==> src/rtl/shift_reg_seq_ctrl.sv <==
// Frame sequencer for a serial-in/parallel-out shift register.
// Gates the shift enable for a start-marked, strobed bit stream. After MSB
// accepted bits it captures the register's parallel output into a holding
// word that is offered on a valid/ready handshake.
// Optional build macro SR_SEQ_PARITY_EN adds a trailing even-parity bit
// per frame and drives par_err; without it par_err is tied low.
module shift_reg_seq_ctrl #(
  parameter int unsigned MSB = 32
) (
  input  logic           clk,
  input  logic           rstn,
  input  logic           start,
  input  logic           din,
  input  logic           din_vld,
  output logic           sr_en,
  output logic           sr_d,
  input  logic [MSB-1:0] sr_out,
  output logic [MSB-1:0] word,
  output logic           word_vld,
  input  logic           word_rdy,
  output logic           busy,
  output logic           overrun,
  output logic           par_err
);

  localparam int unsigned CNT_W = $clog2(MSB + 1);

  typedef enum logic [1:0] {
    IDLE    = 2'd0,
    SHIFT   = 2'd1,
    CAPTURE = 2'd2,
    PARITY  = 2'd3
  } state_t;

  state_t           state;
  state_t           state_nxt;
  logic [CNT_W-1:0] bit_cnt;
  logic [CNT_W-1:0] cnt_nxt;
  logic             last_bit;
  logic             load;
  logic             drop;
  logic             clr_ovr;
`ifdef SR_SEQ_PARITY_EN
  logic             par_take;
  logic             par_bit;
`endif

  assign sr_d     = din;
  assign busy     = (state != IDLE);
  assign sr_en    = (state == SHIFT) && din_vld && !start;
  assign last_bit = (bit_cnt == CNT_W'(MSB - 1));

  // State and bit counter registers
  always_ff @(posedge clk or negedge rstn) begin
    if (!rstn) begin
      state   <= IDLE;
      bit_cnt <= '0;
    end else begin
      state   <= state_nxt;
      bit_cnt <= cnt_nxt;
    end
  end

  // Next-state, counter and capture strobes
  always_comb begin
    state_nxt = state;
    cnt_nxt   = bit_cnt;
    load      = 1'b0;
    drop      = 1'b0;
    clr_ovr   = 1'b0;
`ifdef SR_SEQ_PARITY_EN
    par_take  = 1'b0;
`endif
    case (state)
      IDLE: begin
        if (start) begin
          state_nxt = SHIFT;
          cnt_nxt   = '0;
          clr_ovr   = 1'b1;
        end
      end
      SHIFT: begin
        if (start) begin
          cnt_nxt = '0;
        end else if (din_vld) begin
          cnt_nxt = bit_cnt + CNT_W'(1);
          if (last_bit) begin
`ifdef SR_SEQ_PARITY_EN
            state_nxt = PARITY;
`else
            state_nxt = CAPTURE;
`endif
          end
        end
      end
`ifdef SR_SEQ_PARITY_EN
      PARITY: begin
        if (start) begin
          state_nxt = SHIFT;
          cnt_nxt   = '0;
        end else if (din_vld) begin
          state_nxt = CAPTURE;
          par_take  = 1'b1;
        end
      end
`endif
      CAPTURE: begin
        // A pending word may be replaced only if it is consumed this cycle
        load = !word_vld || word_rdy;
        drop = !load;
        if (start) begin
          state_nxt = SHIFT;
          cnt_nxt   = '0;
        end else begin
          state_nxt = IDLE;
        end
      end
      default: begin
        state_nxt = IDLE;
        cnt_nxt   = '0;
      end
    endcase
  end

  // Holding word, handshake valid and sticky overrun
  always_ff @(posedge clk or negedge rstn) begin
    if (!rstn) begin
      word     <= '0;
      word_vld <= 1'b0;
      overrun  <= 1'b0;
    end else begin
      if (load) begin
        word     <= sr_out;
        word_vld <= 1'b1;
      end else if (word_vld && word_rdy) begin
        word_vld <= 1'b0;
      end
      if (clr_ovr) begin
        overrun <= 1'b0;
      end else if (drop) begin
        overrun <= 1'b1;
      end
    end
  end

`ifdef SR_SEQ_PARITY_EN
  // Trailing parity bit and even-parity check, updated on word load
  always_ff @(posedge clk or negedge rstn) begin
    if (!rstn) begin
      par_bit <= 1'b0;
      par_err <= 1'b0;
    end else begin
      if (par_take) begin
        par_bit <= din;
      end
      if (load) begin
        par_err <= (^sr_out) ^ par_bit;
      end
    end
  end
`else
  assign par_err = 1'b0;
`endif

endmodule

==> config.mk <==
export PLATFORM = sky130hd
export DESIGN_NAME = shift_reg_seq_ctrl
export DESIGN_NICKNAME = d
export VERILOG_FILES = /design/src/rtl/shift_reg_seq_ctrl.sv
export SDC_FILE = /design/constraint.sdc
export NUM_CORES = 1
export LEC_CHECK = 0
export CAP_MARGIN = 15
export CORE_AREA = 2 2 66 68
export CTS_CLUSTER_SIZE = 40
export DETAILED_ROUTE_END_ITERATION = 16
export DIE_AREA = 0 0 68 70
export PLACE_DENSITY = 0.82
export REMOVE_ABC_BUFFERS = 1
export SLEW_MARGIN = 0
export SYNTH_ARGS = -nofsm -noshare
export SYNTH_HDL_FRONTEND = slang
export SYNTH_SLANG_ARGS = --single-unit
==> constraint.sdc <==
create_clock -name clk -period 4.9 [get_ports clk]
set_clock_uncertainty 0.2 [all_clocks]
set_input_delay 0.98 -clock clk [delete_from_list [all_inputs] [get_ports clk]]
set_output_delay 0.98 -clock clk [all_outputs]
set_load 0.03 [all_outputs]
-- After elaboration in Yosys (flattened, before gate mapping)
Cells that the tools add are included.
- output and inout bits: 38
- flip-flop bits (word level): 42
- input bits: 38
- eq/ne operators: 9
- $add $sub $neg: 1
- reduce and logical (&&, ||, !) cells: 14
- muxes and demuxes: 18
- operators by type and width (kind ; count):
    6-bit two-way mux ; 3
    6-bit one-hot mux with 2 select lines ; 1
    1-bit two-way mux ; 9
    2-bit two-way mux ; 4
    2-bit != test (second input constant) ; 4
    6-bit by 1-bit adder with 6-bit output (second input constant) ; 1
    6-bit by 5-bit == test with 1-bit output (second input constant) ; 1
    2-bit one-hot mux with 3 select lines ; 1
    2-bit nonzero test ; 3
    4-bit AND reduction ; 1
    1-bit logical AND ; 3
    1-bit logical NOT ; 3
    3-bit != test (second input constant) ; 1
    2-bit by 1-bit == test with 1-bit output (second input constant) ; 1
    2-bit == test (second input constant) ; 1
    2-bit logical NOT ; 1
    2-bit by 1-bit != test with 1-bit output (second input constant) ; 1
    2-bit AND reduction ; 1
    2-bit OR reduction ; 1
    1-bit logical OR ; 1

-- Logic depth before layout (Yosys ltp)
- depth in word-level cells: 6
- gate-level depth with buffers: 5
- mapped depth without buffers: 4

-- Worst setup path after synthesis
No wires, ideal clock.
- kind: in2out
- start point: input port start
- end point: output port sr_en
- path buffers: 0
- path slack: 2.274 ns
- required time: 3.720 ns
- arrival time: 1.446 ns
- stages on the path: 3
- cells stage by stage: clkinv_1 > nand4b_1 > inv_1
- word-level cells in the longest chain between the ends: 2
- ends and longest elaborated chain (element ; line ; RTL):
    from (decl) ; 12 ; input logic start,
    1-bit logical NOT ; 50 ; assign sr_en = (state == SHIFT) && din_vld && !start;
    1-bit logical AND ; 50 ;
    to (decl) ; 15 ; output logic sr_en,
No other way between the ends.

-- Worst setup path in the final report
Same ends and word-level chain as after synthesis.

==> summary.md <==
| Metric | Value |
|---|---|
| Status | finished, final reports clean |
| Io pins | 76 |
| Hold-fix buffers, CTS | 0 |
| GR Overflow Total | 0 |
| Hold Vio Cnt, Final | 0 |
| Crit-path most repeated cell | clkdlybuf4s50_1 |
| ANT nets after route | 0 |
| Layout area overhead | 47.8% |
| Worst flop-to-flop path endpoint | word[22]$_DFFE_PN0P_ |
| Critical-path top delay cell | clkdlybuf4s50_1 |
| Post-Synthesis Cells | 126 |
| Hold crit path type | flop to flop |
| Total setup buffers inserted after CTS | 0 |
| First DRT Iteration DRCs | 66 |
| PwrDens | 289 mW/mm2 |
| Synth warn | 0 |
| Worst r2r src | state[0]$_DFFE_PN0P_ |
| Crit path from | start |
| GRT Overall Usage | 0.160 |
| Wire per inst | 14.5 um |
| DR vias/cell | 4.90 |
| Mean post-synth cell area | 13.9 um2 |
| CTS root buffer | clkbuf_8 |
| Fin Setup TNS | 0 ps |
| Asr flop ratio synth | 1.00 |
| RSZ-0062 raised after global routing | no |
| CTS Buf Count | 5 |
| WS Path Type | primary input to output pin |
| Largest net degree at the start of global routing | 43 |
| Number of synthesized flops with an enable pin | 0 |
| Worst Setup EP | sr_en |
| DR pass1 iterations | 4 |
| Placed cell count | 244 |
| Minimum clock period | 3780 ps |
| Maximum clock rate | 0.264 GHz |
| Final Slew Violations | 0 |
| Crit-path max cell delay | 600 ps |
| Slew headroom | 0.355 |
| Final setup viols | 0 |
| Worst path arrival time | 2600 ps |
| Most frequent cells in the layout | clkdlybuf4s50_1, dfrtp_1, mux2_2 |
| Post-CTS sizing | 0 |
| Core area | 0.00414 mm2 |
| Flop and latch count out of synthesis | 42 |
| Total Wirelength | 3.66 mm |
| FP Rows | 24 |
| Buffers on Ports | 72 |
| Routability congestion estimate from global placement | 0.880 |
| CP cell instances | clkdlybuf4s50_1 -> clkinv_1 -> nand4b_1 -> inv_1 -> clkdlybuf4s50_1 |
| DP Wirelength | 2.71 mm |
| Worst Path Max Fanout | 9 |
| Distinct cells, synth | 28 |
| Fin nets | 238 |
| Non-Filler Instances | 252 |
| First-pass GRT wire length | 5.71 mm |
| Mapped cell area | 0.00175 mm2 |
| Startpoint types | primary input |
| CP required | 3720 ps |
| R2R cell count | 3 |
| Initial antenna violation count | 0 |
| Clock Tree Buf Depth | 2 |
| Post-synth top flop | dfrtp_1 |
| Dominant cells by area after synthesis | dfrtp_1, mux2_2, mux2i_1 |
| Clock latency at the later pin of the worst-skew pair | 280 ps |
| Proportion of netlist area held by the largest area contributor | 0.600 |
| Setup slack after layout | 1120 ps |
| Place WS | 1120 ps |
| Peak supply drop | 0.000207 V |
| Clock sink total | 42 |
| Sequential-to-total area share from yosys stat | 0.600 |
| Die X | 68 um |
| P_leak | 1.05 nW |
| Die height | 70 um |
| Worst-Margin Slew | 966 ps |
| CP Capture Type | output pin |
| Largest area contributor in the netlist | dfrtp_1 |
| Vias in the first global route | 1,241 |
| Fin crit share | 0.772 |
| DRC viols | 0 |
| Layout cells sized above 1 | 0.205 |
| Most common cell after layout, fill and taps aside | clkdlybuf4s50_1 |
| R2r setup slk | 2770 ps |
| Initial Util | 0.423 |
| CTS tree | done |
| Die area | 0.00476 mm2 |
| Max_cap viols | 0 |
| Vias post-DR | 1,234 |
| H-tree levels | 2 |
| Ant diodes | 0 |
| Reg clk slew, reported paths | 80 ps |
-- cell families after synthesis --
kind of cell               Yosys count  synth area share
buffers and inverters               10            0.0393
muxes                               36             0.229
AOI/OAI and AO/OA                   14            0.0529
other                                1           0.00214
and+or+nand+nor                     22            0.0700
adders and majority gates            1           0.00714
DFF                                 42             0.600
-- worst max-delay path: cells and delay by family --
kind	cells	cell delay [ps]
buffers and inverters	4	1410
and+or+nand+nor	1	220
-- where the power goes --
group / internal, W / switching [W] / leakage (nW) / total [W]
Sequential: 0.000361 / 0.00000820 / 0.506 / 0.000369
Combinational: 0.0000596 / 0.0000553 / 0.495 / 0.000115
Clock: 0.000152 / 0.000113 / 0.0514 / 0.000264
-- final cells by class --
class                           instances  area (um2)
Clock buffer                            6        72.6
Clock inverter                          2        37.5
Fill cell                             311        1560
Inverter                                4        15.0
Multi-Input combinational cell         74         632
Sequential cell                        42        1050
Tap cell                               52        65.1
Timing Repair Buffer                   72         716
-- flip-flops by register name (all words and copies together), names as in the netlist --
signal / cells
word: 32
bit_cnt: 6
state: 2
overrun: 1
word_vld: 1
-- routing by layer --
layer	global-route usage	wire [um]	vias to the layer above
met2	0.248	1760	51
met5	0	0	-
met3	0.0548	333	5
met1	0.192	1510	599
li1	-	-	579
met4	0.0844	55	0
-- stage by stage --
step           utilization  area (um2)  hold WS (ps)  power [W]
6_report             0.625        2590           297   0.000749
3_5_place_dp         0.598        2480           282   0.000493
2_1_floorplan            -        1700           304   0.000423
3_3_place_gp         0.598        2480           271   0.000489
4_1_cts              0.625        2590           301   0.000762
5_1_grt              0.625        2590           314   0.000787
-- synthesized netlist by cell type, types with 2 or more instances --
cell and number:
o21ai_0 5, dfrtp_1 42, mux2_2 30, inv_1 3, buf_6 3, buf_4 2
mux2i_1 4, a21oi_1 3, nand2b_1 5, nand3_1 4, nand2_1 7, mux2_1 2
-- how the worst min path moves through the flow --
stage | start | to | slack [ps] | depth (start not counted)
5_1_grt | word[12]$_DFFE_PN0P_ | word[12]$_DFFE_PN0P_ | 310 | 1
3_5_place_dp | word[12]$_DFFE_PN0P_ | word[12]$_DFFE_PN0P_ | 280 | 1
3_3_place_gp | word[7]$_DFFE_PN0P_ | word[7]$_DFFE_PN0P_ | 270 | 1
4_1_cts | word[12]$_DFFE_PN0P_ | word[12]$_DFFE_PN0P_ | 300 | 1
6_report | word[7]$_DFFE_PN0P_ | word[7]$_DFFE_PN0P_ | 300 | 1
2_1_floorplan | bit_cnt[5]$_DFFE_PN0P_ | bit_cnt[5]$_DFFE_PN0P_ | 300 | 2
Note: power is estimated with default switching activity, not from simulation.
